$ cat config.mk
export PLATFORM = sky130hd
export DESIGN_NAME = branch_resolve_unit
export DESIGN_NICKNAME = d
export VERILOG_FILES = /design/src/rtl/bru_pkg.sv /design/src/rtl/bru_bht.sv /design/src/rtl/branch_resolve_unit.sv
export SDC_FILE = /design/constraint.sdc
export NUM_CORES = 1
export LEC_CHECK = 0
export BUFFER_PORTS_ARGS = -buffer_cell sky130_fd_sc_hd__clkbuf_2
export CORE_ASPECT_RATIO = 1.5
export CORE_MARGIN = 1.5
export CORE_UTILIZATION = 40
export DETAILED_ROUTE_END_ITERATION = 8
export PLACE_DENSITY = 0.76
export SETUP_SLACK_MARGIN = 0.15
export SLEW_MARGIN = 25
export SYNTH_ARGS = -nofsm -noshare
export SYNTH_HDL_FRONTEND = slang
export SYNTH_HIERARCHICAL = 1
export SYNTH_SLANG_ARGS = --single-unit
$ cat constraint.sdc
create_clock -name clk -period 5.5 [get_ports clk]
set_clock_uncertainty 0.15 [all_clocks]
set_input_delay 0.275 -clock clk [delete_from_list [all_inputs] [get_ports clk]]
set_output_delay 0.275 -clock clk [all_outputs]
set_load 0.02 [all_outputs]
$ cat src/rtl/bru_pkg.sv
`default_nettype none
// ============================================================================
// Module      : bru_pkg
// Description : Shared constants for the branch resolve unit. This package
//               holds the branch_op encodings, the 2-bit saturating counter
//               states, the BHT reset value and the counter-update helper.
// Revision    : 1.0 - initial release
// ============================================================================
package bru_pkg;

  // branch_op encodings; every code above C_OP_BLTZAL is a non-branch
  localparam logic [3:0] C_OP_BEQ    = 4'b0000;
  localparam logic [3:0] C_OP_BNE    = 4'b0001;
  localparam logic [3:0] C_OP_BGEZ   = 4'b0010;
  localparam logic [3:0] C_OP_BGTZ   = 4'b0011;
  localparam logic [3:0] C_OP_BLEZ   = 4'b0100;
  localparam logic [3:0] C_OP_BLTZ   = 4'b0101;
  localparam logic [3:0] C_OP_BGEZAL = 4'b0110;
  localparam logic [3:0] C_OP_BLTZAL = 4'b0111;

  typedef logic [1:0] ctr_t;

  // 2-bit counter states
  localparam ctr_t C_CTR_SNT   = 2'b00;
  localparam ctr_t C_CTR_WNT   = 2'b01;
  localparam ctr_t C_CTR_WT    = 2'b10;
  localparam ctr_t C_CTR_ST    = 2'b11;
  localparam ctr_t C_CTR_RESET = C_CTR_WNT;

  // Saturating step toward taken or toward not-taken
  function automatic ctr_t ctr_next(input ctr_t c, input logic taken);
    if (taken)
      return (c == C_CTR_ST) ? c : ctr_t'(c + 2'd1);
    else
      return (c == C_CTR_SNT) ? c : ctr_t'(c - 2'd1);
  endfunction

endpackage
`default_nettype wire

$ cat src/rtl/bru_bht.sv
`default_nettype none
// ============================================================================
// Module      : bru_bht
// Description : Branch history table of 2-bit saturating counters. The table
//               is indexed by pc[log2(BHT_DEPTH)+1:2].
//   clk, rst   : clock and asynchronous active-high reset (all entries -> 01)
//   pc         : lookup/update PC
//   upd_en     : update the indexed counter at the next rising edge
//   upd_taken  : update direction (1 = increment, 0 = decrement)
//   pred_taken : combinational prediction, MSB of the indexed counter
// Revision    : 1.0 - initial release
// ============================================================================
module bru_bht
  import bru_pkg::*;
#(
  parameter int BHT_DEPTH = 16,
  parameter int PC_W      = 32
) (
  input  logic            clk,
  input  logic            rst,
  input  logic [PC_W-1:0] pc,
  input  logic            upd_en,
  input  logic            upd_taken,
  output logic            pred_taken
);

  localparam int IDX_W = $clog2(BHT_DEPTH);

  ctr_t             r_ctr [BHT_DEPTH];
  logic [IDX_W-1:0] w_idx;
  logic             w_unused_pc;

  assign w_idx       = pc[IDX_W+1:2];
  // Only the index bits of the PC select an entry
  assign w_unused_pc = ^{pc[PC_W-1:IDX_W+2], pc[1:0]};

  // The read and the update share one index. The read sees the stored
  // value, so a same-cycle update becomes visible on the following cycle.
  assign pred_taken = r_ctr[w_idx][1];

  always_ff @(posedge clk or posedge rst) begin
    if (rst) begin
      for (int i = 0; i < BHT_DEPTH; i++) r_ctr[i] <= C_CTR_RESET;
    end else if (upd_en) begin
      r_ctr[w_idx] <= ctr_next(r_ctr[w_idx], upd_taken);
    end
  end

endmodule
`default_nettype wire

$ cat src/rtl/branch_resolve_unit.sv
`default_nettype none
// ============================================================================
// Module      : branch_resolve_unit
// Description : Resolves decode-stage branches with a 1-cycle latency and
//               reports mispredictions against a 2-bit-counter BHT.
//   clk, rst         : clock and asynchronous active-high reset
//   valid_in         : branch candidate present
//   stall            : hold all state and outputs
//   flush            : discard the candidate and the pending result
//                      (flush takes priority over stall)
//   pc_in, a, b      : candidate PC and the rs/rt operands
//   branch_op        : branch encoding (see bru_pkg)
//   pred_taken       : combinational BHT prediction for pc_in
//   res_*            : registered resolution of the last accepted branch
//   perf_branches    : accepted-branch count
//   perf_mispredicts : mispredicted-branch count
// Configuration: define BRU_PERF_CNT_EN to build the statistics counters.
//   When it is undefined, both perf outputs are tied to 0.
// Revision    : 1.0 - initial release
// ============================================================================
module branch_resolve_unit
  import bru_pkg::*;
#(
  parameter int DATA_W    = 32,
  parameter int PC_W      = 32,
  parameter int BHT_DEPTH = 16
) (
  input  logic              clk,
  input  logic              rst,
  input  logic              valid_in,
  input  logic              stall,
  input  logic              flush,
  input  logic [PC_W-1:0]   pc_in,
  input  logic [DATA_W-1:0] a,
  input  logic [DATA_W-1:0] b,
  input  logic [3:0]        branch_op,
  output logic              pred_taken,
  output logic              res_valid,
  output logic              res_taken,
  output logic              res_mispredict,
  output logic              res_link,
  output logic [PC_W-1:0]   res_pc,
  output logic [31:0]       perf_branches,
  output logic [31:0]       perf_mispredicts
);

  logic            w_accept;
  logic            w_taken;
  logic            w_link;
  logic            w_mispredict;
  logic            w_a_neg;
  logic            w_a_zero;
  logic            r_res_valid;
  logic            r_res_taken;
  logic            r_res_mispredict;
  logic            r_res_link;
  logic [PC_W-1:0] r_res_pc;

  assign w_accept = valid_in & (branch_op <= C_OP_BLTZAL) & ~stall & ~flush;
  assign w_a_neg  = a[DATA_W-1];
  assign w_a_zero = (a == '0);
  assign w_link   = (branch_op == C_OP_BGEZAL) | (branch_op == C_OP_BLTZAL);

  // The signed compares against zero reduce to sign and zero tests
  always_comb begin
    w_taken = 1'b0;
    case (branch_op)
      C_OP_BEQ:                w_taken = (a == b);
      C_OP_BNE:                w_taken = (a != b);
      C_OP_BGEZ, C_OP_BGEZAL:  w_taken = ~w_a_neg;
      C_OP_BGTZ:               w_taken = ~w_a_neg & ~w_a_zero;
      C_OP_BLEZ:               w_taken = w_a_neg | w_a_zero;
      C_OP_BLTZ, C_OP_BLTZAL:  w_taken = w_a_neg;
      default:                 w_taken = 1'b0;
    endcase
  end

  assign w_mispredict = w_taken ^ pred_taken;

  bru_bht #(
    .BHT_DEPTH (BHT_DEPTH),
    .PC_W      (PC_W)
  ) u_bht (
    .clk        (clk),
    .rst        (rst),
    .pc         (pc_in),
    .upd_en     (w_accept),
    .upd_taken  (w_taken),
    .pred_taken (pred_taken)
  );

  // res_valid is a one-cycle pulse per accept. The remaining fields keep
  // the last resolution so that consumers may sample them late.
  always_ff @(posedge clk or posedge rst) begin
    if (rst) begin
      r_res_valid      <= 1'b0;
      r_res_taken      <= 1'b0;
      r_res_mispredict <= 1'b0;
      r_res_link       <= 1'b0;
      r_res_pc         <= '0;
    end else if (flush) begin
      r_res_valid <= 1'b0;
    end else if (!stall) begin
      r_res_valid <= w_accept;
      if (w_accept) begin
        r_res_taken      <= w_taken;
        r_res_mispredict <= w_mispredict;
        r_res_link       <= w_link;
        r_res_pc         <= pc_in;
      end
    end
  end

  assign res_valid      = r_res_valid;
  assign res_taken      = r_res_taken;
  assign res_mispredict = r_res_mispredict;
  assign res_link       = r_res_link;
  assign res_pc         = r_res_pc;

`ifdef BRU_PERF_CNT_EN
  logic [31:0] r_perf_branches;
  logic [31:0] r_perf_mispredicts;

  // The counters wrap naturally at 32 bits
  always_ff @(posedge clk or posedge rst) begin
    if (rst) begin
      r_perf_branches    <= '0;
      r_perf_mispredicts <= '0;
    end else if (w_accept) begin
      r_perf_branches <= r_perf_branches + 32'd1;
      if (w_mispredict) r_perf_mispredicts <= r_perf_mispredicts + 32'd1;
    end
  end

  assign perf_branches    = r_perf_branches;
  assign perf_mispredicts = r_perf_mispredicts;
`else
  assign perf_branches    = '0;
  assign perf_mispredicts = '0;
`endif

endmodule
`default_nettype wire

; ---- Word level (Yosys, flattened, before mapping)
; Index checks and enable logic that the tools add are counted.
[word_totals]
regBits = 68
in_bits = 105
output_inout_bits = 101
wordCells = 69
[classes]
n_addsub = 2
magnitude_cmp = 3
eq_ne = 11
n_mux = 13
n_bitwise = 12
n_reduce_logical = 7
[op_table]
columns = operator, count
row1 = bitwise mux 32 bit, 1
row2 = == test 32 bit, 1
row3 = zero test 32 bit, 1
row4 = != test 32 bit, 1
row5 = "== test 4 x 3 -> 1 bit, second input constant", 4
row6 = 2-to-1 mux 2 bit, 7
row7 = binary-select mux 2 bit (select 4 bit), 1
row8 = demux 2 bit (select 4 bit), 1
row9 = "== test 4 x 2 -> 1 bit, second input constant", 2
row10 = one-hot mux 1 bit (6 select lines), 1
row11 = ">= comparator 5 bit, second input constant", 1
row12 = "less-than comparator 5 x 1 -> 1 bit, second input constant", 1
row13 = inverter 4 -> 5 bit, 1
row14 = AND 1 bit, 4
row15 = "== test 4 x 1 -> 1 bit, second input constant", 1
row16 = "<= comparator 4 x 3 -> 1 bit, second input constant", 1
row17 = zero test 4 bit, 1
row18 = inverter 1 bit, 4
row19 = OR reduction 2 bit, 2
row20 = AND reduction 3 bit, 1
row21 = "adder 2 x 1 -> 2 bit, second input constant", 1
row22 = "== test 2 bit, second input constant", 1
row23 = zero test 2 bit, 1
row24 = 2-to-1 mux 1 bit, 2
row25 = other kinds (5), 6

; ---- Longest topological paths before layout
[depth]
depth_word = 9
mapped_depth = 7
depth_no_buf = 7

; ---- Modules after synthesis
; Netlist, hierarchy kept.
[by_module_without_submodules]
columns = module, instances, cells_per_inst, area_each_um2, seq_area_each_um2
row1 = branch_resolve_unit, 1, 286, 2388.5, 900.9
row2 = bru_bht, 1, 113, 1639.1, 820.8

; ---- Worst setup path before layout
; Ideal clock, no wire load.
[synth_path]
path_type = input to register
startpoint = input branch_op[3]
endpoint = register u_bht/r_ctr[23] in the netlist's numbering
setup_time_ps = 125
arrival_time_ps = 2261
required_time_ps = 5225
slack_ps = 2965
stages = 7
path_buffers = 2
cell_sequence = or4b_2 > clkbuf_1 > inv_2 > buf_2 > nor3b_1 > nand3b_1 > mux2_2
[synth_between]
word_cells_on_any_way = 18
classes_between = order compare (1) / eq/ne (7) / mux (4) / bitwise (3) / reduce/logical (3)
[synth_rtl]
columns = item, line_no
row1 = from (decl), branch_resolve_unit.sv:36  ; input logic [3:0] branch_op,
row2 = <= comparator 4 x 3 -> 1 bit, branch_resolve_unit.sv:59  ; assign w_accept = valid_in & (branch_op <= C_OP_BLTZAL) & ~stall & ~flush;
row3 = AND 1 bit (3 in series), branch_resolve_unit.sv:59
row4 = via w_accept, branch_resolve_unit.sv:47  ; logic w_accept;
row5 = "to (signal, indexed assignment)", bru_bht.sv:45  ; r_ctr[w_idx] <= ctr_next(r_ctr[w_idx], upd_taken);
row6 = to (decl), bru_bht.sv:29  ; ctr_t r_ctr [BHT_DEPTH];
; The timed path passes the listed nets, and every way through them passes these cells. The select of a mux whose other input is x is not followed.
; A chain may end at the register's enable or synchronous reset.

; ---- Final worst setup path
[layout_path]
startpoint = input flush
endpoint = register u_bht/r_ctr[23] in the netlist's numbering
[layout_between]
elab_chain_len = 2
[layout_rtl]
columns = item, line_no
row1 = from (decl), branch_resolve_unit.sv:32  ; input logic flush,
row2 = inverter 1 bit (no source line), --
row3 = AND 1 bit, branch_resolve_unit.sv:59
; Every way passes these cells.

==> results.tsv <==
stage	metric	value	unit
critical_path	flop-to-flop setup slack	3.34	ns
sta	max_slew headroom	0.489	
clocking	CTS H-tree lvls	3	
finish	layout cell share with drive strength beyond 1	0.402	
clocking	post-CTS sizing	0	
floorplanning	Initial Util	0.413	
clocking	CTS sink cnt	68	
clocking	CTS Buf Count	9	
clocking	hold-fix buffers at CTS	28	
clocking	clk slew on worst S/H paths	0.06	ns
critical_path	Crit Path Max Fanout	39	
floorplanning	die area	10700	um^2
sta	Worst Max-Slew Pin Slew	0.766	ns
finish	Layout Nets	672	
sta	final setup margin	1.92	ns
sta	Final min period	3.58	ns
drt	vias post-DR	3379	
place	PortBufs	141	
critical_path	Critical R2R Capture	u_bht/r_ctr[25]	
finish	area grow syn2layout	27.7	%
finish	FILL cells	865	
yosys	mux cell area share after synthesis	0.161	
floorplanning	# rows	44	
power	worst IR drop on VDD	189	uV
global_routing	GRT Overall Usage	0.205	
yosys	Synth Cell Area	4030	um^2
place	pre-CTS setup slack	2.05	ns
clocking	Skew-Pair Late Insertion Delay	0.34	ns
finish	Ant. Diodes	0	
sta	final setup fails	0	
sta	Final period util	0.650	
min_path	Worst Hold Launch	pc_in[25]	
floorplanning	Die Height	126	um
sta	fmax	0.280	GHz
yosys	simple-gate share of the synthesized area	0.177	
critical_path	crit path capture type	flop	
yosys	Post-Synth XOR/XNOR Area	0.0715	
drt	drt total wl	11000	um
yosys	Ys Warns	6	
floorplanning	num ports	206	
min_path	Hold WC Path Type	in -> reg	
min_path	WHS Endpoint	res_pc[25]	
critical_path	arrival time worst endpoint	3.65	ns
critical_path	Critical Path Start Type	input pin	
critical_path	CP required	5.57	ns
sta	Total Neg Setup Slack	0	ns
yosys	Syn Inst Count	399	
clocking	CTS Root Cell	clkbuf_16	
yosys	Synth async-reset ratio	1.00	
yosys	Syn Area/Cell	10.1	um^2
place	GPL Wtd Cong	0.797	
status	failing checks	design-rule violations	
sta	unrepaired setup endpoints after global routing	false	
place	Final HPWL DP	8000	um
floorplanning	core region area	9740	um^2
run	max_cap viols	0	
yosys	Synth Area in Adders	0.0112	
power	leakage	2.72	nW
sta	final hold vios	0	
global_routing	first-pass GRT wire length	16700	um
drt	Via density	4.92	
critical_path	reg2reg path depth	4	
global_routing	initial antenna violation count	0	
drt	number of routed nets with antenna violations	0	
global_routing	largest net degree at the start of global routing	40	
place	Placement Cell Area	4580	um^2
yosys	Compound-Gate Fraction of Synth Area	0.0146	
clocking	post-CTS setup buffers	0	
min_path	hold path depth	3	
yosys	Yosys reg bits	68	
critical_path	launching point of the worst reg2reg path	u_bht/r_ctr[12]	
drt	DRT iter0 DRCs	213	
finish	finished layout cell area	5140	um^2
drt	drc violations	22	
power	PD cells	287	nW/um^2
critical_path	critical path class	in -> reg	
yosys	combinational family with the most area after synthesis	simple AND/OR/NAND/NOR gates	
global_routing	Congestion Overflow GR	0	
floorplanning	Die X	84.9	um
yosys	Unique masters post-synth	37	
yosys	Post-synth EDFFs	0	
sta	Max Slew Vio Count	0	
yosys	Seq/Total Area, Yosys	0.427	
status	status	complete, but fails checks	
clocking	CTS tree	done	
finish	final core utilization	0.528	
drt	per-cell routed wire length	15.9	um
drt	drt first pass iters	6	
clocking	clk buf depth	2	
power	Final Power	1.47	mW
global_routing	number of global-route vias before repair	3366	
yosys	ys flop type	dfrtp_1	
[layout by cell type, fill, tap and decap left out, drive strengths merged, types with 2 or more instances in the layout]
cell | Yosys | layout
conb | 1 | 64
a21oi | 2 | 2
dfstp | 16 | 16
nor3b | 2 | 2
nor4 | 17 | 17
mux2 | 39 | 39
dlygate4sd3 | 0 | 28
mux2i | 2 | 2
nand2b | 4 | 4
o21ai | 3 | 3
nor2 | 11 | 11
clkinv | 0 | 3
nand3 | 4 | 4
nand3b | 5 | 5
clkbuf | 8 | 151
xor2 | 32 | 32
maj3 | 4 | 4
or3 | 2 | 2
nand4 | 4 | 4
clkinvlp | 0 | 2
nor3 | 3 | 3
mux4 | 8 | 8
dfrtp | 52 | 52
inv | 4 | 5
nand2 | 103 | 103
[registers in the layout, summed over array words and instances, names as in the netlist]
| signal | cells |
|---|---|
| res_mispredict | 1 |
| res_taken | 1 |
| u_bht/r_ctr | 32 |
| res_valid | 1 |
| res_pc | 32 |
| res_link | 1 |
[final cells by class]
cell class | count | area, um^2 | share of cell area
clock inverters | 6 | 38.8 | 0.00754
flip-flops and latches | 68 | 1720 | 0.335
repair buffers | 170 | 993 | 0.193
well taps | 115 | 144 | 0.0280
inverters | 4 | 15.0 | 0.00292
clock buffers | 10 | 239 | 0.0465
multi-input cells | 314 | 1990 | 0.387
[synthesized netlist by cell type (2+ instances only)]
master,number,area [um^2]
maj3_2,4,45.0
dfstp_2,16,420
mux2i_1,2,20.0
buf_4,64,480
o21ai_0,3,15.0
mux4_2,7,158
nor4_2,2,25.0
nor2_1,11,41.3
buf_2,3,15.0
nand2b_1,4,25.0
clkbuf_1,8,30.0
nand3b_1,5,37.5
nor3_1,3,15.0
nor3b_1,2,15.0
inv_1,3,11.3
nor4_1,15,93.8
dfrtp_1,52,1300
nand4_1,4,25.0
nand3_1,4,20.0
xor2_1,31,272
a21oi_1,2,10.0
mux2_2,37,417
nand2_1,103,387
[stage by stage]
| stage | instances | hold slack, ns |
|---|---|---|
| after detailed placement | 643 | 0.249 |
| after global placement | 643 | 0.256 |
| after floorplan | 462 | 0.229 |
| after global routing | 687 | 0.0325 |
| after CTS | 687 | 0.00487 |
| final | 687 | 0.00549 |
[metal layers]
metal | wire length [um] | vias to the layer above | GRT usage
li1 | - | 1550 | -
met1 | 3810 | 1636 | 0.203
met2 | 6270 | 171 | 0.407
met3 | 619 | 22 | 0.0387
met4 | 255 | 0 | 0.0820
met5 | 0 | - | 0
[where the power goes]
part	switching [mW]	total, mW	internal [mW]	leakage [nW]
clock	0.219	0.535	0.316	0.135
sequential	0.0361	0.597	0.561	0.845
combinational	0.221	0.342	0.121	1.74
[worst max-delay path by stage]
stage                       startpoint              end  slack (ns)  cells after the start
final                            flush  u_bht/r_ctr[23]        1.92                      7
after global routing             flush  u_bht/r_ctr[23]        1.74                      7
after CTS                        flush  u_bht/r_ctr[23]        1.97                      7
after detailed placement  branch_op[3]  u_bht/r_ctr[23]        2.05                      6
after global placement    branch_op[3]  u_bht/r_ctr[23]        2.16                      6
after floorplan           branch_op[3]  u_bht/r_ctr[23]        2.96                      7
[cell families (layout without fill, tap and decap cells)]
group,Yosys count,in the layout
buffers and inverters,80,190
adder cells (fa/ha/maj),4,4
other,1,64
AO/OA/AOI/OAI,9,9
XOR/XNOR,32,32
flip-flops,68,68
multiplexers,49,49
AND/OR/NAND/NOR,156,156
[worst max-delay path, stage by stage]
cell and delay [ns]:
dlygate4sd3_1 0.55, clkbuf_2 0.11, or4b_2 0.99, inv_2 0.65
nor3b_1 0.53, nand3b_1 0.21, mux2_2 0.32
Note: power is estimated with default switching activity, not from simulation.
